File: src/rtl/uart_pkg.sv
// Shared definitions for the UART TX arbitration path: FSM states and frame timing.
package uart_pkg;

  typedef enum logic [1:0] {
    IDLE,
    LAUNCH,
    WAIT_DONE
  } arb_state_e;

  localparam int OVERSAMPLE         = 16;
  localparam int FRAME_BITS         = 11;
  localparam int FRAME_CYCLES       = OVERSAMPLE * FRAME_BITS;
  localparam int DEF_TIMEOUT_CYCLES = 256;

endpackage

File: src/rtl/rr_pick.sv
// Rotating-priority picker: first asserted request at or after ptr, wrapping modulo NUM_REQ.
module rr_pick #(
  parameter int NUM_REQ = 4,
  parameter int IDW     = $clog2(NUM_REQ)
) (
  input  logic [NUM_REQ-1:0] req,
  input  logic [IDW-1:0]     ptr,
  output logic               valid,
  output logic [IDW-1:0]     winner
);

  always_comb begin
    logic [IDW-1:0] idx;
    valid  = 1'b0;
    winner = '0;
    idx    = '0;
    // Scan farthest-first so the closest hit to ptr is the last one written.
    for (int k = NUM_REQ - 1; k >= 0; k--) begin
      idx = IDW'((int'(ptr) + k) % NUM_REQ);
      if (req[idx]) begin
        valid  = 1'b1;
        winner = idx;
      end
    end
  end

endmodule

File: src/rtl/uart_tx_arbiter.sv
// Round-robin owner of a shared UART transmitter: pick, latch, launch, wait for done or watchdog.
module uart_tx_arbiter
  import uart_pkg::*;
#(
  parameter int NUM_REQ        = 4,
  parameter int DATA_WIDTH     = 8,
  parameter int TIMEOUT_CYCLES = DEF_TIMEOUT_CYCLES
) (
  input  logic                          clk,
  input  logic                          rst,
  input  logic [NUM_REQ-1:0]            req,
  input  logic [NUM_REQ*DATA_WIDTH-1:0] req_data,
  output logic [NUM_REQ-1:0]            ack,
  output logic [NUM_REQ-1:0]            done,
  output logic [$clog2(NUM_REQ)-1:0]    grant_id,
  output logic                          tx_start,
  output logic [DATA_WIDTH-1:0]         tx_data,
  input  logic                          tx_busy,
  input  logic                          tx_done,
  output logic                          timeout_err
);

  localparam int IDW = $clog2(NUM_REQ);
  localparam int WDW = $clog2(TIMEOUT_CYCLES);
  localparam logic [WDW-1:0] WD_LAST = WDW'(TIMEOUT_CYCLES - 1);

  if (TIMEOUT_CYCLES <= FRAME_CYCLES) begin : g_bad_timeout
    $error("TIMEOUT_CYCLES must exceed one UART frame");
  end

  arb_state_e            state, state_d;
  logic [IDW-1:0]        ptr, ptr_d, grant_d, win, nxt;
  logic [WDW-1:0]        wd, wd_d;
  logic [NUM_REQ-1:0]    ack_d, done_d;
  logic [DATA_WIDTH-1:0] data_d;
  logic                  start_d, terr_d, pick_valid;

  rr_pick #(.NUM_REQ(NUM_REQ), .IDW(IDW)) u_pick (
    .req    (req),
    .ptr    (ptr),
    .valid  (pick_valid),
    .winner (win)
  );

  assign nxt = (grant_id == IDW'(NUM_REQ - 1)) ? '0 : grant_id + 1'b1;

  always_comb begin
    state_d = state;
    ptr_d   = ptr;
    wd_d    = wd;
    grant_d = grant_id;
    data_d  = tx_data;
    terr_d  = timeout_err;
    ack_d   = '0;
    done_d  = '0;
    start_d = 1'b0;
    case (state)
      IDLE: begin
        if (pick_valid && !tx_busy) begin
          grant_d    = win;
          data_d     = req_data[int'(win)*DATA_WIDTH +: DATA_WIDTH];
          ack_d[win] = 1'b1;
          start_d    = 1'b1;
          state_d    = LAUNCH;
        end
      end
      LAUNCH: begin
        wd_d    = '0;
        state_d = WAIT_DONE;
      end
      WAIT_DONE: begin
        wd_d = wd + 1'b1;
        // A done arriving on the last watchdog cycle still counts as a clean finish.
        if (tx_done) begin
          done_d[grant_id] = 1'b1;
          ptr_d            = nxt;
          state_d          = IDLE;
        end else if (wd == WD_LAST) begin
          terr_d  = 1'b1;
          ptr_d   = nxt;
          state_d = IDLE;
        end
      end
      default: state_d = IDLE;
    endcase
  end

  always_ff @(posedge clk) begin
    if (rst) begin
      state       <= IDLE;
      ptr         <= '0;
      wd          <= '0;
      grant_id    <= '0;
      tx_data     <= '0;
      timeout_err <= 1'b0;
      ack         <= '0;
      done        <= '0;
      tx_start    <= 1'b0;
    end else begin
      state       <= state_d;
      ptr         <= ptr_d;
      wd          <= wd_d;
      grant_id    <= grant_d;
      tx_data     <= data_d;
      timeout_err <= terr_d;
      ack         <= ack_d;
      done        <= done_d;
      tx_start    <= start_d;
    end
  end

endmodule

File: config.mk
export PLATFORM = sky130hd
export DESIGN_NAME = uart_tx_arbiter
export DESIGN_NICKNAME = d
export VERILOG_FILES = /design/src/rtl/uart_pkg.sv /design/src/rtl/rr_pick.sv /design/src/rtl/uart_tx_arbiter.sv
export SDC_FILE = /design/constraint.sdc
export NUM_CORES = 1
export LEC_CHECK = 0
export CAP_MARGIN = 20
export CORE_ASPECT_RATIO = 0.9
export CORE_MARGIN = 2
export CORE_UTILIZATION = 55
export CTS_BUF_LIST = sky130_fd_sc_hd__clkbuf_8
export CTS_CLUSTER_SIZE = 20
export DETAILED_ROUTE_END_ITERATION = 6
export DONT_BUFFER_PORTS = 1
export PLACE_DENSITY = 0.66
export SLEW_MARGIN = 20
export SYNTH_ARGS = -nofsm -noshare
export SYNTH_HDL_FRONTEND = slang
export SYNTH_SLANG_ARGS = --single-unit
File: constraint.sdc
create_clock -name clk -period 1.85 [get_ports clk]
set_input_delay 0.37 -clock clk [delete_from_list [all_inputs] [get_ports clk]]
set_output_delay 0.37 -clock clk [all_outputs]
set_load 0.02 [all_outputs]
Word level (Yosys, flattened, before mapping)
Index checks and enable logic that the tools add are counted.

word-level totals
  memories = 0
  bits in latches = 0
  register bits after elaboration = 32
  word-level logic and storage cells = 76
  ROM bits = 0
  output and inout bits = 20
  input bits = 40
  bits in writable memories = 0

operators by class
  muxes and demuxes = 29
  multipliers = 0
  shift-type cells = 1
  order comparisons = 8
  bitwise operators = 4
  eq/ne operators = 6
  reduce and logical (&&, ||, !) cells = 14
  div/mod/pow operators = 0
  $add $sub $neg = 5

operators by type and width
  operator                                              number
  variable part select 32 x 6 -> 8 bit                  1
  two-way mux 2 bit                                     10
  < comparator 2 x 3 -> 1 bit (second input constant)   6
  case mux 8 bit (2 select lines)                       1
  two-way mux 1 bit                                     11
  adder 8 x 1 -> 8 bit (second input constant)          1
  binary-select mux 1 bit (select 2 bit)                4
  == test 8 bit (second input constant)                 1
  case mux 2 bit (3 select lines)                       1
  AND reduction 2 bit                                   3
  OR reduction 3 bit                                    2
  adder 2 x 1 -> 2 bit (second input constant)          2
  adder 2 bit (second input constant)                   2
  demux 1 bit (select 2 bit)                            2
  == test 2 bit (second input constant)                 2
  >= comparator 2 x 1 -> 1 bit (second input constant)  2
  NOT 1 bit                                             4
  nonzero test 2 bit                                    2
  logical AND 1 bit                                     3
  inequality test 3 bit (second input constant)         1
  AND reduction 3 bit                                   1
  == test 2 x 1 -> 1 bit (second input constant)        1
  logical NOT 2 bit                                     1
  inequality test 2 bit (second input constant)         1
  other kinds (2)                                       2

Longest topological paths before layout
  word-level depth = 11
  mapped depth = 7
  depth with buffers taken out = 6

By module
A second synthesis with hierarchy kept.

unflattened totals
  cells, all modules = 158
  area, all modules = 1637.8 um^2

by module, submodules not included
  module           area each (um^2)  seq. area each (um^2)  instances  cells an instance
  uart_tx_arbiter  1560.2            640.6                  1          145
  rr_pick          77.6              0.0                    1          13

Least setup slack after synthesis
Ideal clock, no wire load.

  path kind = reg2reg
  from = reg state[0]
  to = reg wd[5]
  path buffers = 1
  arrival = 1.541 ns
  cell stages (with the launch flop) = 7
  path slack = 0.239 ns
  data required time = 1.780 ns
  period minus slack after synthesis = 1.611 ns
  path through = dfxtp_1 > inv_1 > ha_1 > clkbuf_1 > nand4_1 > or3_1 > a21oi_1

on the way
  word-level cells in the longest chain between the ends = 2
  elaborated cells on any way between the ends = 4
  those cells by class = 2 x eq/ne; 1 x mux; 1 x reduce/logical

RTL lines
  what                                                                          line                    RTL
  start, declared                                                               uart_tx_arbiter.sv:31   arb_state_e state, state_d;
  start signal, assigned                                                        uart_tx_arbiter.sv:100  state <= state_d;
  == test 2 bit / == test 2 x 1 -> 1 bit (equally long branches)                uart_tx_arbiter.sv:57   case (state)
  case mux 8 bit (2 select lines) / nonzero test 2 bit (equally long branches)  n/a
  end signal, assigned                                                          uart_tx_arbiter.sv:102  wd <= wd_d;
  end, declared                                                                 uart_tx_arbiter.sv:33   logic [WDW-1:0] wd, wd_d;

Several ways; a longest one is shown, not always the timed one.
A chain may end at the register's enable or synchronous reset.

Worst setup path in the final report
  from = reg wd[0]
  to = reg ptr[0]

on the way
  word-level cells in the longest chain between the ends = 3

RTL lines
  what                           line                    RTL
  == test 8 bit                  uart_tx_arbiter.sv:78   end else if (wd == WD_LAST) begin
  nonzero test 2 bit (no line)   n/a
  AND reduction 2 bit (no line)  n/a
  end signal, assigned           uart_tx_arbiter.sv:101  ptr <= ptr_d;
  end, declared                  uart_tx_arbiter.sv:32   logic [IDW-1:0] ptr, ptr_d, grant_d, win, nxt;

Every way passes these cells.

==> impl_table.tex <==
\begin{tabular}{lr}
\hline
Metric & Value \\
\hline
\multicolumn{2}{l}{\textbf{Route}} \\
Total routed wire length on the met1 layer & 1220 um \\
DRT iter0 DRCs & 21 \\
Total wirelength of the detailed-routed design & 2960 um \\
Vias post-DR & 1145 \\
Routed wl met3 & 224 um \\
Routed wirelength normalized by instance count & 14.5 um \\
Detail Route Antenna Nets & 0 \\
DRC violations left & 0 \\
First-pass DRT Iterations & 4 \\
Via-per-instance ratio & 5.59 \\
Highest metal layer with signal wires & met4 \\
Met2 wirelength from detailed routing & 1490 um \\
\multicolumn{2}{l}{\textbf{Clocking}} \\
Post-CTS Hold Buffers & 0 \\
Max clock buf depth & 2 \\
Number of buffers inserted to repair setup after CTS & 0 \\
Clock root cell & sky130\_fd\_sc\_hd\_\_clkbuf\_8 \\
Post-cts resize count & 0 \\
Worst-path clk slew & 70 ps \\
CTS tree & built \\
CTS Buf Count & 5 \\
Clk\_lat worst skew & 280 ps \\
H-tree depth reported by CTS & 2 \\
Num Clock Sinks & 32 \\
\multicolumn{2}{l}{\textbf{STA}} \\
Share of the cycle needed by the critical path after routing & 90.2\% \\
Worst-Margin Slew & 424 ps \\
Hold\_ws & 149 ps \\
Setup repair after global routing missed its margin & no \\
Headroom to the max-slew limit & 71.4\% \\
Setup Total Neg Slack & 0 ps \\
Minimum clock period after layout & 1670 ps \\
Fin. Hold Viols & 0 \\
Final count of negative-setup-slack endpoints & 0 \\
Final count of pins violating max slew & 0 \\
Maximum achievable frequency & 600 MHz \\
Worst clock skew & 4.09 ps \\
\multicolumn{2}{l}{\textbf{Setup path}} \\
Critical path peak fanout & 4 \\
Element type at the critical path end & flop \\
Cell with the largest stage delay on the worst path & sky130\_fd\_sc\_hd\_\_dfxtp\_1 \\
Data arrival time of the critical path & 1880 ps \\
Series of cell instances along the critical path & ha\_1 -> nand3\_1 -> nor2\_1 -> o21ai\_0 -> or3\_1 -> a21oi\_1 \\
Startpoint-to-endpoint class of the critical path & flop to flop \\
RR Startpoint & wd[0]\$\_SDFFE\_PP0P\_ \\
Worst path max stage delay & 390 ps \\
CP Buf/Inv Count & 0 \\
Critical path startpoint category & flop \\
Crit-path leading delay family & simple AND/OR/NAND/NOR gates \\
Launch point of the worst path & wd[0]\$\_SDFFE\_PP0P\_ \\
CP required & 2070 ps \\
\multicolumn{2}{l}{\textbf{Synthesis}} \\
Post-synth EDFFs & 0 \\
Sequential share of the synthesized area & 39.5\% \\
Mean post-synth cell area & 10.1 um2 \\
Count of different cell masters after synthesis & 36 \\
Most used flip-flop cell after synthesis & sky130\_fd\_sc\_hd\_\_dfxtp\_1 \\
Number of register bits inferred by synthesis & 32 \\
Fraction of synthesis flops using an asynchronous set or reset pin & 0\% \\
Cell count after synthesis & 160 \\
Number of synthesis warnings & 0 \\
Syn Nets & 209 \\
Cell area after technology mapping & 1620 um2 \\
\multicolumn{2}{l}{\textbf{Floorplan}} \\
Starting density of the core & 58.5\% \\
Top-Level Pins & 60 \\
Standard cell core area & 2770 um2 \\
Height of the chip & 55.5 um \\
Number of core rows & 18 \\
Die Area & 3400 um2 \\
Width of the chip & 61.2 um \\
\multicolumn{2}{l}{\textbf{Global routing}} \\
All-Layer GR Usage & 18.3\% \\
Via count of the first global-routing pass & 1051 \\
Maximum number of pins on one net before global-route repair & 22 \\
Leftover overflow at the end of global routing & 0 \\
First-pass GRT wire length & 4620 um \\
Antenna violations before repair & 0 \\
\multicolumn{2}{l}{\textbf{Final layout}} \\
Area of combinational cells with multiple inputs & 916 um2 \\
Fraction of final layout cells sized beyond drive strength 1 & 14.5\% \\
Final net count & 213 \\
Layout overhead on the synthesized area & 8.18\% \\
Final-layout fill cell count & 242 \\
Number of diodes & 0 \\
Reg area & 641 um2 \\
\multicolumn{2}{l}{\textbf{Min path}} \\
Worst Min Path Start & rst \\
Hold/Removal Path Class & input pin to flop \\
\multicolumn{2}{l}{\textbf{Pwr}} \\
Worst IR drop on VDD & 0.606 mV \\
Leak pwr & 0.687 nW \\
Power density over cell area & 997 nW/um2 \\
\multicolumn{2}{l}{\textbf{Placement}} \\
Detailed placement HPWL & 2280 um \\
Gp weighted congestion & 0.777 \\
Port-buffer cells & 0 \\
\multicolumn{2}{l}{\textbf{Outcome}} \\
Status & finished, final reports clean \\
\multicolumn{2}{l}{\textbf{Job}} \\
Number of max-cap violations & 0 \\
\hline
\end{tabular}
==> cells in the mapped netlist (2+ instances only) <==
cell / n / share of area, %
sky130_fd_sc_hd__dfxtp_1: 32 / 40
sky130_fd_sc_hd__mux2i_1: 22 / 14
sky130_fd_sc_hd__nor2_1: 18 / 4.2
sky130_fd_sc_hd__nand2_1: 13 / 3.0
sky130_fd_sc_hd__ha_1: 9 / 6.9
sky130_fd_sc_hd__inv_1: 8 / 1.9
sky130_fd_sc_hd__o221ai_2: 8 / 7.4
sky130_fd_sc_hd__a21oi_1: 5 / 1.5
sky130_fd_sc_hd__and2_1: 4 / 1.5
sky130_fd_sc_hd__nand4_1: 4 / 1.5
sky130_fd_sc_hd__xor2_1: 4 / 2.2
sky130_fd_sc_hd__nand2b_1: 3 / 1.2
sky130_fd_sc_hd__o21ai_0: 3 / 0.93
sky130_fd_sc_hd__or3_1: 3 / 1.2
sky130_fd_sc_hd__a21o_1: 2 / 0.93
sky130_fd_sc_hd__and3_1: 2 / 0.77
==> registers in the layout (all words and copies together), names as in the netlist <==
signal	cells
ptr	2
done	4
timeout_err	1
state	2
wd	8
ack	4
tx_data	8
tx_start	1
grant_id	2
==> where the power goes <==
part           switching, W  leakage (nW)  total [W]  internal (W)
Sequential        0.0000950         0.260   0.000847      0.000752
Clock              0.000245        0.0538   0.000537      0.000292
Combinational      0.000196         0.373   0.000365      0.000169
==> metal layers <==
metal / up-vias / track usage, %
met5: - / 0
met4: 0 / 8.07
met3: 2 / 6.32
met2: 44 / 29.0
met1: 530 / 21.8
li1: 569 / -
==> per-stage QoR <==
step / total power, W / worst slack, ps / instance area [um2] / utilization [%] / cells
after detailed placement: 0.00123 / 214 / 1660 / 60.1 / 197
after global routing: 0.00184 / 16.7 / 1750 / 63.3 / 205
after CTS: 0.00177 / 194 / 1750 / 63.3 / 205
final: 0.00175 / 182 / 1750 / 63.3 / 205
after global placement: 0.00121 / 253 / 1660 / 60.1 / 197
after floorplan: 0.00116 / 239 / 1620 / - / 160
==> cell type report <==
| type | instances | share of cell area, % |
|---|---|---|
| inverters | 8 | 1.71 |
| well taps | 40 | 2.85 |
| multi-input cells | 115 | 52.2 |
| flip-flops and latches | 32 | 36.5 |
| repair buffers | 2 | 1.57 |
| clock inverters | 2 | 0.428 |
| clock buffers | 6 | 4.71 |
==> logic make-up after synthesis <==
group,synth area share [%]
AO/OA/AOI/OAI,14.7
flip-flops,39.5
multiplexers,13.6
XOR/XNOR,2.70
buffers and inverters,4.01
AND/OR/NAND/NOR,18.5
adder cells (fa/ha/maj),6.94
==> final timing paths <==
| kind | to | cells past startpoint | slack (ps) |
|---|---|---|---|
| max | ptr[0]$_SDFFE_PP0P_ | 6 | 180 |
| min reg2reg | wd[7]$_SDFFE_PP0P_ | 2 | 490 |
| min | timeout_err$_SDFFE_PP0P_ | 1 | 150 |
| max reg2reg | ptr[0]$_SDFFE_PP0P_ | 6 | 180 |
==> cells in the final DEF (no fill, tap or decap), drive strengths merged, types with 3 or more instances in the layout <==
master,synthesis,final
nand2b,4,4
nor2,19,19
xor2,4,4
a21oi,5,5
nand4,4,4
and2,4,4
inv,8,10
mux2i,22,22
o221ai,8,8
ha,9,9
clkbuf,1,6
dfxtp,32,32
or3,3,3
nand2,14,14
o21ai,3,3
(Power assumes the default switching activity.)
